File: src/rtl/seg_pkg.sv
// Shared segment-pattern constants and decode helper for the seven-segment scan decoder.
package seg_pkg;

    localparam logic [6:0] SEG_0     = 7'b1000000;
    localparam logic [6:0] SEG_1     = 7'b1111001;
    localparam logic [6:0] SEG_2     = 7'b0100100;
    localparam logic [6:0] SEG_3     = 7'b0110000;
    localparam logic [6:0] SEG_4     = 7'b0011001;
    localparam logic [6:0] SEG_5     = 7'b0010010;
    localparam logic [6:0] SEG_6     = 7'b0000010;
    localparam logic [6:0] SEG_7     = 7'b1111000;
    localparam logic [6:0] SEG_8     = 7'b0000000;
    localparam logic [6:0] SEG_9     = 7'b0010000;
    localparam logic [6:0] SEG_BLANK = 7'b1111111;

    localparam logic [3:0] AN_ONES = 4'b1110;
    localparam logic [3:0] AN_TENS = 4'b1101;

    // Returns {illegal, digit}; unknown patterns report illegal with digit 0.
    function automatic logic [4:0] seg_to_bcd(input logic [6:0] seg);
        logic [4:0] res;
        case (seg)
            SEG_0:   res = {1'b0, 4'd0};
            SEG_1:   res = {1'b0, 4'd1};
            SEG_2:   res = {1'b0, 4'd2};
            SEG_3:   res = {1'b0, 4'd3};
            SEG_4:   res = {1'b0, 4'd4};
            SEG_5:   res = {1'b0, 4'd5};
            SEG_6:   res = {1'b0, 4'd6};
            SEG_7:   res = {1'b0, 4'd7};
            SEG_8:   res = {1'b0, 4'd8};
            SEG_9:   res = {1'b0, 4'd9};
            default: res = {1'b1, 4'd0};
        endcase
        return res;
    endfunction

endpackage

File: src/rtl/seg_scan_decoder_stable_filter.sv
// Stability filter: registers {AN,DISP}, counts identical samples and strobes once per stable run.
module seg_stable_filter
    import seg_pkg::*;
#(
    parameter int STABLE_CYCLES = 16
) (
    input  logic       CLK,
    input  logic       RST,
    input  logic [3:0] an_i,
    input  logic [6:0] disp_i,
    output logic       accept_o,
    output logic [3:0] an_o,
    output logic [6:0] disp_o
);

    localparam int              RUN_W   = $clog2(STABLE_CYCLES + 1);
    localparam logic [RUN_W-1:0] RUN_MAX = RUN_W'(STABLE_CYCLES);
    localparam logic [RUN_W-1:0] RUN_PRE = RUN_W'(STABLE_CYCLES - 1);

    logic [10:0]      sample_q, sample_d;
    logic [RUN_W-1:0] run_q, run_d;
    logic             accept_q, accept_d;
    logic             same_s;
    logic             selected_s;

    // Run counter saturates at the threshold, so the pre-threshold value is seen once per run.
    always_comb begin
        sample_d   = {an_i, disp_i};
        same_s     = ({an_i, disp_i} == sample_q);
        selected_s = (an_i == AN_ONES) || (an_i == AN_TENS);
        run_d      = run_q;
        if (!same_s) begin
            run_d = {RUN_W{1'b0}};
        end else if (run_q != RUN_MAX) begin
            run_d = run_q + 1'b1;
        end else begin
            run_d = run_q;
        end
        accept_d = same_s && selected_s && (run_q == RUN_PRE);
    end

    // Sample register, run counter and accept strobe.
    always_ff @(posedge CLK) begin
        if (RST) begin
            sample_q <= 11'd0;
            run_q    <= {RUN_W{1'b0}};
            accept_q <= 1'b0;
        end else begin
            sample_q <= sample_d;
            run_q    <= run_d;
            accept_q <= accept_d;
        end
    end

    assign accept_o = accept_q;
    assign an_o     = sample_q[10:7];
    assign disp_o   = sample_q[6:0];

endmodule

File: src/rtl/seg_scan_decoder.sv
// Rebuilds the displayed BCD pair from scanned anode/segment lines.
// Optional build macro SEG_SCAN_MOD60_CHECK_EN rejects tens digits above 5.
module seg_scan_decoder
    import seg_pkg::*;
#(
    parameter int STABLE_CYCLES = 16,
    parameter int TIMEOUT       = 1000000
) (
    input  logic       CLK,
    input  logic       RST,
    input  logic [3:0] AN,
    input  logic [6:0] DISP,
    output logic [3:0] ONES,
    output logic [3:0] TENS,
    output logic       VALID,
    output logic       UPDATE,
    output logic       ERR
);

    localparam int               IDLE_W   = $clog2(TIMEOUT + 1);
    localparam logic [IDLE_W-1:0] IDLE_MAX = IDLE_W'(TIMEOUT);
`ifdef SEG_SCAN_MOD60_CHECK_EN
    localparam logic MOD60_EN = 1'b1;
`else
    localparam logic MOD60_EN = 1'b0;
`endif

    logic             accept_s;
    logic [3:0]       an_s;
    logic [6:0]       disp_s;
    logic [4:0]       bcd_s;
    logic             is_tens_s;
    logic             illegal_s;

    logic [3:0]        ones_q, ones_d, tens_q, tens_d;
    logic [3:0]        sh_ones_q, sh_ones_d, sh_tens_q, sh_tens_d;
    logic              have_ones_q, have_ones_d, have_tens_q, have_tens_d;
    logic              valid_q, valid_d, update_q, update_d, err_q, err_d;
    logic [IDLE_W-1:0] idle_q, idle_d;

    seg_stable_filter #(
        .STABLE_CYCLES(STABLE_CYCLES)
    ) u_filter (
        .CLK      (CLK),
        .RST      (RST),
        .an_i     (AN),
        .disp_i   (DISP),
        .accept_o (accept_s),
        .an_o     (an_s),
        .disp_o   (disp_s)
    );

    // Decode, frame assembly and scan-stall detection.
    always_comb begin
        bcd_s       = seg_to_bcd(disp_s);
        is_tens_s   = (an_s == AN_TENS);
        illegal_s   = bcd_s[4] || (MOD60_EN && is_tens_s && (bcd_s[3:0] > 4'd5));
        ones_d      = ones_q;
        tens_d      = tens_q;
        sh_ones_d   = sh_ones_q;
        sh_tens_d   = sh_tens_q;
        have_ones_d = have_ones_q;
        have_tens_d = have_tens_q;
        valid_d     = valid_q;
        update_d    = 1'b0;
        err_d       = 1'b0;
        idle_d      = idle_q;
        if (accept_s) begin
            idle_d = {IDLE_W{1'b0}};
            if (illegal_s) begin
                err_d = 1'b1;
                if (is_tens_s) begin
                    have_tens_d = 1'b0;
                end else begin
                    have_ones_d = 1'b0;
                end
            end else if (is_tens_s) begin
                sh_tens_d   = bcd_s[3:0];
                have_tens_d = 1'b1;
            end else begin
                sh_ones_d   = bcd_s[3:0];
                have_ones_d = 1'b1;
            end
            // The completing digit loads the outputs directly instead of waiting a cycle on the flags.
            if (have_ones_d && have_tens_d) begin
                update_d    = !valid_q || ({sh_tens_d, sh_ones_d} != {tens_q, ones_q});
                ones_d      = sh_ones_d;
                tens_d      = sh_tens_d;
                valid_d     = 1'b1;
                have_ones_d = 1'b0;
                have_tens_d = 1'b0;
            end else begin
                valid_d = valid_q;
            end
        end else begin
            if (idle_q != IDLE_MAX) begin
                idle_d = idle_q + 1'b1;
            end else begin
                idle_d = idle_q;
            end
            if (idle_d == IDLE_MAX) begin
                valid_d     = 1'b0;
                have_ones_d = 1'b0;
                have_tens_d = 1'b0;
            end else begin
                valid_d = valid_q;
            end
        end
    end

    // Output, shadow and idle-counter registers.
    always_ff @(posedge CLK) begin
        if (RST) begin
            ones_q      <= 4'd0;
            tens_q      <= 4'd0;
            sh_ones_q   <= 4'd0;
            sh_tens_q   <= 4'd0;
            have_ones_q <= 1'b0;
            have_tens_q <= 1'b0;
            valid_q     <= 1'b0;
            update_q    <= 1'b0;
            err_q       <= 1'b0;
            idle_q      <= {IDLE_W{1'b0}};
        end else begin
            ones_q      <= ones_d;
            tens_q      <= tens_d;
            sh_ones_q   <= sh_ones_d;
            sh_tens_q   <= sh_tens_d;
            have_ones_q <= have_ones_d;
            have_tens_q <= have_tens_d;
            valid_q     <= valid_d;
            update_q    <= update_d;
            err_q       <= err_d;
            idle_q      <= idle_d;
        end
    end

    assign ONES   = ones_q;
    assign TENS   = tens_q;
    assign VALID  = valid_q;
    assign UPDATE = update_q;
    assign ERR    = err_q;

endmodule

File: config.mk
export PLATFORM = sky130hd
export DESIGN_NAME = seg_scan_decoder
export DESIGN_NICKNAME = d
export VERILOG_FILES = /design/src/rtl/seg_pkg.sv /design/src/rtl/seg_scan_decoder_stable_filter.sv /design/src/rtl/seg_scan_decoder.sv
export SDC_FILE = /design/constraint.sdc
export NUM_CORES = 1
export LEC_CHECK = 0
export ABC_CLOCK_PERIOD_IN_PS = 4900
export BUFFER_PORTS_ARGS = -buffer_cell sky130_fd_sc_hd__buf_2
export CAP_MARGIN = 10
export CORE_MARGIN = 2
export CORE_UTILIZATION = 60
export DETAILED_ROUTE_END_ITERATION = 8
export GPL_TIMING_DRIVEN = 0
export PLACE_DENSITY = 0.81
export SYNTH_ARGS = -nofsm -noshare
export SYNTH_HDL_FRONTEND = slang
export SYNTH_SLANG_ARGS = --single-unit
File: constraint.sdc
create_clock -name CLK -period 4.9 [get_ports CLK]
set_input_delay 0.245 -clock CLK [delete_from_list [all_inputs] [get_ports CLK]]
set_output_delay 0.245 -clock CLK [all_outputs]
set_load 0.01 [all_outputs]
==> results.toml, run 1 <==
[timing]
slew_viol_final = 0
min_period_ps = 2700
worst-slew-pin-transition_ps = 648
setup_ws_ps = 2200
hold_viol_final = 0
fin_skew_ps = 7.81
setup_tns_ps = 0
finalSetupViolations = 0
fmax_ghz = 0.371
rsz0062_at_grt = "false"
relSlewSlack_pct = 56.5
min_period_over_period_pct = 55.0

[synthesis]
synth_common_cells = "dfxtp_1 (58), nor2_1 (56), xor2_1 (28), nand2_1 (24), xnor2_1 (17)"
ys_types = 63
synth_edf_count = 0
post-synth-top-count-cell = "dfxtp_1"
yosysTopAreaCell = "dfxtp_1"
yosys_warnings = 0
synthesis.area_um2 = 3220
syn-num-nets = 397
synth_ff_type = "dfxtp_1"
synth_top_cell_area_share_pct = 36.1
postSynthAreaPerCell_um2 = 8.49
seq_area_frac_synth_pct = 36.1
yosys-top-cells-area = "dfxtp_1 (36%), xor2_1 (7.6%), nor2_1 (6.5%)"
ys_seq_elements = 58
async_flop_share_pct = 0
syn_inst = 379

[die]
die_w_um = 77.2
core_area_um2 = 5140
die_h_um = 77.2
ioPinCount = 24
start_util_pct = 62.6
die_area_um2 = 5960
rows = 26

[final_layout]
num-fill-cells = 449
fin_nets = 431
drive_gt1_share_pct = 15.1
area_growth_pct = 11.6
antenna_cells = 0

[setup_path]
slowest_delay_ps = 530
crit_fanout = 8
crit_chain = "ha_1, nand4_1, nor2_2, nand2_1, nor3b_1, a21oi_1, or4_1, nor4_2, a211oi_1"
crit_slowest_cell = "or4_1"
cp_data_required_time_ps = 5100
endpoint_kind = "flip-flop"
startpoint_type = "flip-flop"
crit_type = "flip-flop to flip-flop"
worstPathArrival_ps = 2890

[drt]
wirelength_um = 6720
first_pass_iters = 6
remaining_drc_errors = 0
drt_first_iter_violations = 154
post_drt_wl_per_cell_um = 13.8
viasPerCell = 5.69
num_vias = 2779
ant_nets = 0

[power_and_ir_drop]
power_density_nw_per_um2 = 264
leakagePower_uw = 0.00133
irDropWorstVdd_uv = 214

[grt]
groute.usage.overall_pct = 24.1
grt_max_degree = 11
grt_pass1_vias = 2712
overflow = 0
grt_pass1_wl_um = 11700
antenna_found_initial = 0

[clock_tree]
cts_setup_buffers = 0
root_buffer = "clkbuf_8"
clk_pin_slew_worst_paths_ps = 70
cts_resized = 0
cts_made_buffers = 9
tritoncts = "yes"
htree_levels = 3
cts.path.max_buffers = 2
clock_latency_ps = 340
cts_hold_buf = 0
clkSinkCount = 58

[flow_run]
max-cap-violations = 0

[run_status]
status = "complete, no violations"

[place]
dpl.hpwl_um = 4890
portBuffers = 23
gp_congestion = 0.837
place_worst_setup_slack_ps = 2210

[worst_hold_path]
hp-class = "input port to flip-flop"
-- registers in the layout (all words and copies together) (netlist names) --
| register | cells |
|---|---|
| TENS | 4 |
| ONES | 4 |
| ERR | 1 |
| idle_q | 20 |
| have_ones_q | 1 |
| VALID | 1 |
| u_filter.sample_q | 11 |
| sh_ones_q | 4 |
| u_filter.accept_o | 1 |
| u_filter.run_q | 5 |
| UPDATE | 1 |
| sh_tens_q | 4 |
| have_tens_q | 1 |
-- path summary, 6_finish.rpt --
kind                             startpoint  slack [ps]                               to  cells after the start
hold reg to reg   sh_ones_q[1]$_SDFFE_PP0P_         490        sh_ones_q[1]$_SDFFE_PP0P_                      2
setup / recovery       idle_q[1]$_SDFF_PP0_        2200               VALID$_SDFFE_PP0P_                      9
setup reg to reg       idle_q[1]$_SDFF_PP0_        2200               VALID$_SDFFE_PP0P_                      9
hold / removal                      DISP[6]         150  u_filter.sample_q[6]$_SDFF_PP0_                      2
-- cells in the final DEF (no fill, tap or decap), drive strengths merged, types with 2 or more instances in the layout --
cell,n
dfxtp,58
nor2,57
buf,31
xor2,28
nand2,24
clkbuf,22
xnor2,17
nand3,16
nor2b,14
a21oi,13
o21ai,13
inv,12
nor3,10
a211oi,9
mux2i,8
nor4,7
and3,6
nand4,6
a31oi,6
nand2b,5
ha,5
nand3b,4
a22oi,4
or2,4
nand4b,3
clkinv,3
or3,2
and2,2
and4b,2
nor3b,2
o311ai,2
clkinvlp,2
o22ai,2
or4,2
o32ai,2
-- where the power goes --
group	internal, uW	total, uW	switching (uW)
registers	478	487	8.33
logic	33.0	78.3	45.2
clock network	194	383	189
total	706	948	242
-- cell type report --
| class | instances | area [um2] | share of cell area, % |
|---|---|---|---|
| Clock inverter | 5 | 30.0 | 0.836 |
| Inverter | 12 | 45.0 | 1.25 |
| Multi-Input combinational cell | 290 | 1910 | 53.3 |
| Tap cell | 70 | 87.6 | 2.44 |
| Buffer | 19 | 97.6 | 2.72 |
| Timing Repair Buffer | 23 | 115 | 3.21 |
| Sequential cell | 58 | 1160 | 32.3 |
| Clock buffer | 11 | 141 | 3.94 |
-- metal layers --
layer | vias up | part of all wire (%) | global-route usage [%]
li1 | 1397 | - | -
met5 | - | 0 | 0
met4 | 0 | 1.5 | 8.04
met3 | 13 | 4.3 | 6.35
met1 | 1304 | 45 | 27.4
met2 | 65 | 49 | 43.5
-- critical path, delay by kind of cell, from the launching register on --
kind	cells	cell delay, ps
AND/OR/NAND/NOR	6	1740
flip-flops	1	390
adder cells (fa/ha/maj)	1	240
AO/OA/AOI/OAI	2	190
-- cells by family (layout without fill, tap and decap cells) --
kind of cell	after synthesis	count (layout)	share of synthesized area [%]
mux	9	9	2.84
fa+ha+maj	5	5	1.94
compound gates	61	61	14.3
xor+xnor	45	45	12.3
simple gates	170	170	28.1
buf+inv	31	70	4.43
flops	58	58	36.1
-- through the flow --
stage | hold slack, ps | instance area (um2) | power (uW) | instances | util, %
finish | 149 | 3590 | 948 | 488 | 69.9
global route | 166 | 3590 | 989 | 488 | 69.9
CTS | 141 | 3590 | 960 | 488 | 69.9
detailed placement | 480 | 3420 | 574 | 472 | 66.5
global placement | 473 | 3420 | 572 | 472 | 66.5
floorplan | 373 | 3220 | 552 | 379 | -
(Power assumes the default switching activity.)
==> run 2: changes to the inputs <==
ABC_CLOCK_PERIOD_IN_PS = 2400   (was 4900)
CORE_UTILIZATION = 54   (was 60)
PLACE_DENSITY = 0.77   (was 0.81)
clock period = 2.4 ns   (was 4.9 ns; I/O delays follow)
==> run 2 against run 1 <==
  * The flow now finishes with violations (setup timing)
  * Critical path depth did not move
  * Sequential share of layout area fell by 3.8 points
  * Sequential cell count did not move
  * Clock power rose by 140%
  * Worst hold slack got worse by 120 ps
  * Register-to-register slack got worse by 2300 ps
  * Critical endpoint is now UPDATE$_SDFF_PP0_
  * Largest cell class unchanged
  * Largest power group unchanged
==> results.toml, run 2 (same netlist as run 1, synthesis figures left out) <==
[timing]
min_period_over_period_pct = 106
fin_skew_ps = 11.9
slew_viol_final = 0
relSlewSlack_pct = 54.9
worst-slew-pin-transition_ps = 677
finalSetupViolations = 2
rsz0062_at_grt = "true"
fmax_ghz = 0.395
setup_ws_ps = -133
min_period_ps = 2530
setup_tns_ps = -134
hold_viol_final = 0

[power_and_ir_drop]
p_int_uw = 1610
irDropWorstVdd_uv = 335
p_clk_share_pct = 43.4
p_sw_share_pct = 25.3
power_switching_uw = 547
leakagePower_uw = 0.00158
p_comb_share_pct = 10.4
power_density_nw_per_um2 = 522
p_seq_share_pct = 46.2

[final_layout]
drive_gt1_share_pct = 29.1
seqCellArea_um2 = 1180
reg_top3 = "idle_q: 20 flops, u_filter.sample_q: 11 flops, u_filter.run_q: 5 flops"
final_common_cell = "nor2_1"
fin_nets = 459
final_cell_count_no_fill = 521
num-fill-cells = 412
design_area_um2 = 4140
multiInputGateArea_um2 = 2130
final_cell_mix = "nor2_1 (55), dfxtp_1 (49), buf_4 (31)"
regMostFlops = "idle_q"
largest_register_ffs = 20
utilization_pct = 70.7
area_growth_pct = 28.5
antenna_cells = 0

[place]
place_area_um2 = 3430
placed_cells = 477
dpl.hpwl_um = 4640
gp_congestion = 0.823
portBuffers = 23

[setup_path]
crit_cells = 9
reg2reg_depth = 9
endpoint_kind = "flip-flop"
crit_slowest_cell = "or4_4"
startpoint = "u_filter.sample_q[2]$_SDFF_PP0_"
crit_type = "flip-flop to flip-flop"
crit_fanout = 4
worstPathArrival_ps = 2740
cp.buffers_inverters = 1
rrSetupSlack_ps = -130
critical_path.endpoint = "UPDATE$_SDFF_PP0_"
r2r-end = "UPDATE$_SDFF_PP0_"
cp_data_required_time_ps = 2610
crit_chain = "or4_4, o32ai_4, buf_4, o21ai_4, a22oi_4, xnor2_1, a211o_1, nor4_2, a31oi_1"
crit_family = "compound AO/OA/AOI/OAI gates"
slowest_delay_ps = 570
startpoint_type = "flip-flop"
r2r-start = "u_filter.sample_q[2]$_SDFF_PP0_"

[clock_tree]
cts_made_buffers = 9
clock_latency_ps = 340
cts_hold_buf = 0
clkSinkCount = 58
clk_pin_slew_worst_paths_ps = 80
root_buffer = "clkbuf_8"
tritoncts = "yes"
htree_levels = 3
cts.path.max_buffers = 2

[flow_run]
max-cap-violations = 0

[drt]
remaining_drc_errors = 0
num_vias = 3028
ant_nets = 0
viasPerCell = 5.81
wirelength_um = 8040
first_pass_iters = 5
post_drt_wl_per_cell_um = 15.4
drt_first_iter_violations = 178

[grt]
overflow = 0
antenna_found_initial = 0
grt_pass1_wl_um = 11300
grt_max_degree = 11
groute.usage.overall_pct = 22.0
grt_pass1_vias = 2546

[worst_hold_path]
hp-class = "input port to flip-flop"

[die]
start_util_pct = 55.0
die_h_um = 81.2
die_area_um2 = 6590
ioPinCount = 24
rows = 28
core_area_um2 = 5850
die_w_um = 81.2

[run_status]
violations = "setup timing"
status = "complete, but fails checks"
## run 2: layout make-up
type | count | area share, %
inverters | 12 | 1.09
repair buffers | 55 | 9.02
clock buffers | 11 | 3.66
flip-flops and latches | 58 | 28.5
plain buffers | 15 | 2.57
well taps | 75 | 2.27
multi-input cells | 290 | 51.6
clock inverters | 5 | 1.27
## run 2: power groups by stage
stage	registers, uW	clock network [uW]	logic [uW]
5_1_grt	998	997	241
2_1_floorplan	1010	0	117
3_5_place_dp	1020	0	155
4_1_cts	998	944	167
6_report	998	936	224
3_3_place_gp	1010	0	153
## run 2: worst min-delay path by stage
stage	start	end	slack, ps	depth (start not counted)
3_5_place_dp	DISP[3]	u_filter.sample_q[3]$_SDFF_PP0_	360	2
5_1_grt	DISP[4]	u_filter.sample_q[4]$_SDFF_PP0_	30	2
4_1_cts	DISP[6]	u_filter.sample_q[6]$_SDFF_PP0_	10	2
6_report	DISP[5]	u_filter.sample_q[5]$_SDFF_PP0_	30	2
3_3_place_gp	DISP[2]	u_filter.sample_q[2]$_SDFF_PP0_	360	2
2_1_floorplan	DISP[0]	u_filter.sample_q[0]$_SDFF_PP0_	250	1
## run 2: through the flow
| step | total power [uW] | setup slack, ps | hold WS, ps |
|---|---|---|---|
| after floorplan | 1130 | 97.6 | 248 |
| after global placement | 1170 | -241 | 356 |
| after detailed placement | 1170 | -264 | 364 |
| after CTS | 2110 | 9.18 | 9.97 |
| after global routing | 2240 | -143 | 28.2 |
| final | 2160 | -133 | 30.0 |
## run 2: timing repair
| action | 4_1_cts | 5_1_grt |
|---|---|---|
| buffers inserted | 9 | 22 |
| resized for setup | 20 | 41 |
| pin swaps | 9 | 17 |
| setup endpoints to repair | 10 | 15 |
| gates cloned | 0 | 1 |
## run 2: per-layer routing
layer | vias up | GRT usage (%) | share of wire, %
li1 | 1447 | - | -
met1 | 1446 | 27.4 | 42
met2 | 116 | 36.2 | 50
met3 | 19 | 5.89 | 6.5
met4 | 0 | 8.64 | 1.5
met5 | - | 0 | 0
## run 2: worst reg2reg max path, stage by stage, from the launching register on
cell and delay, ps:
dfxtp_4 360, or4_4 570, o32ai_4 300, buf_4 170, o21ai_4 50, a22oi_4 210, xnor2_1 110, a211o_1 280
nor4_2 210, a31oi_1 130
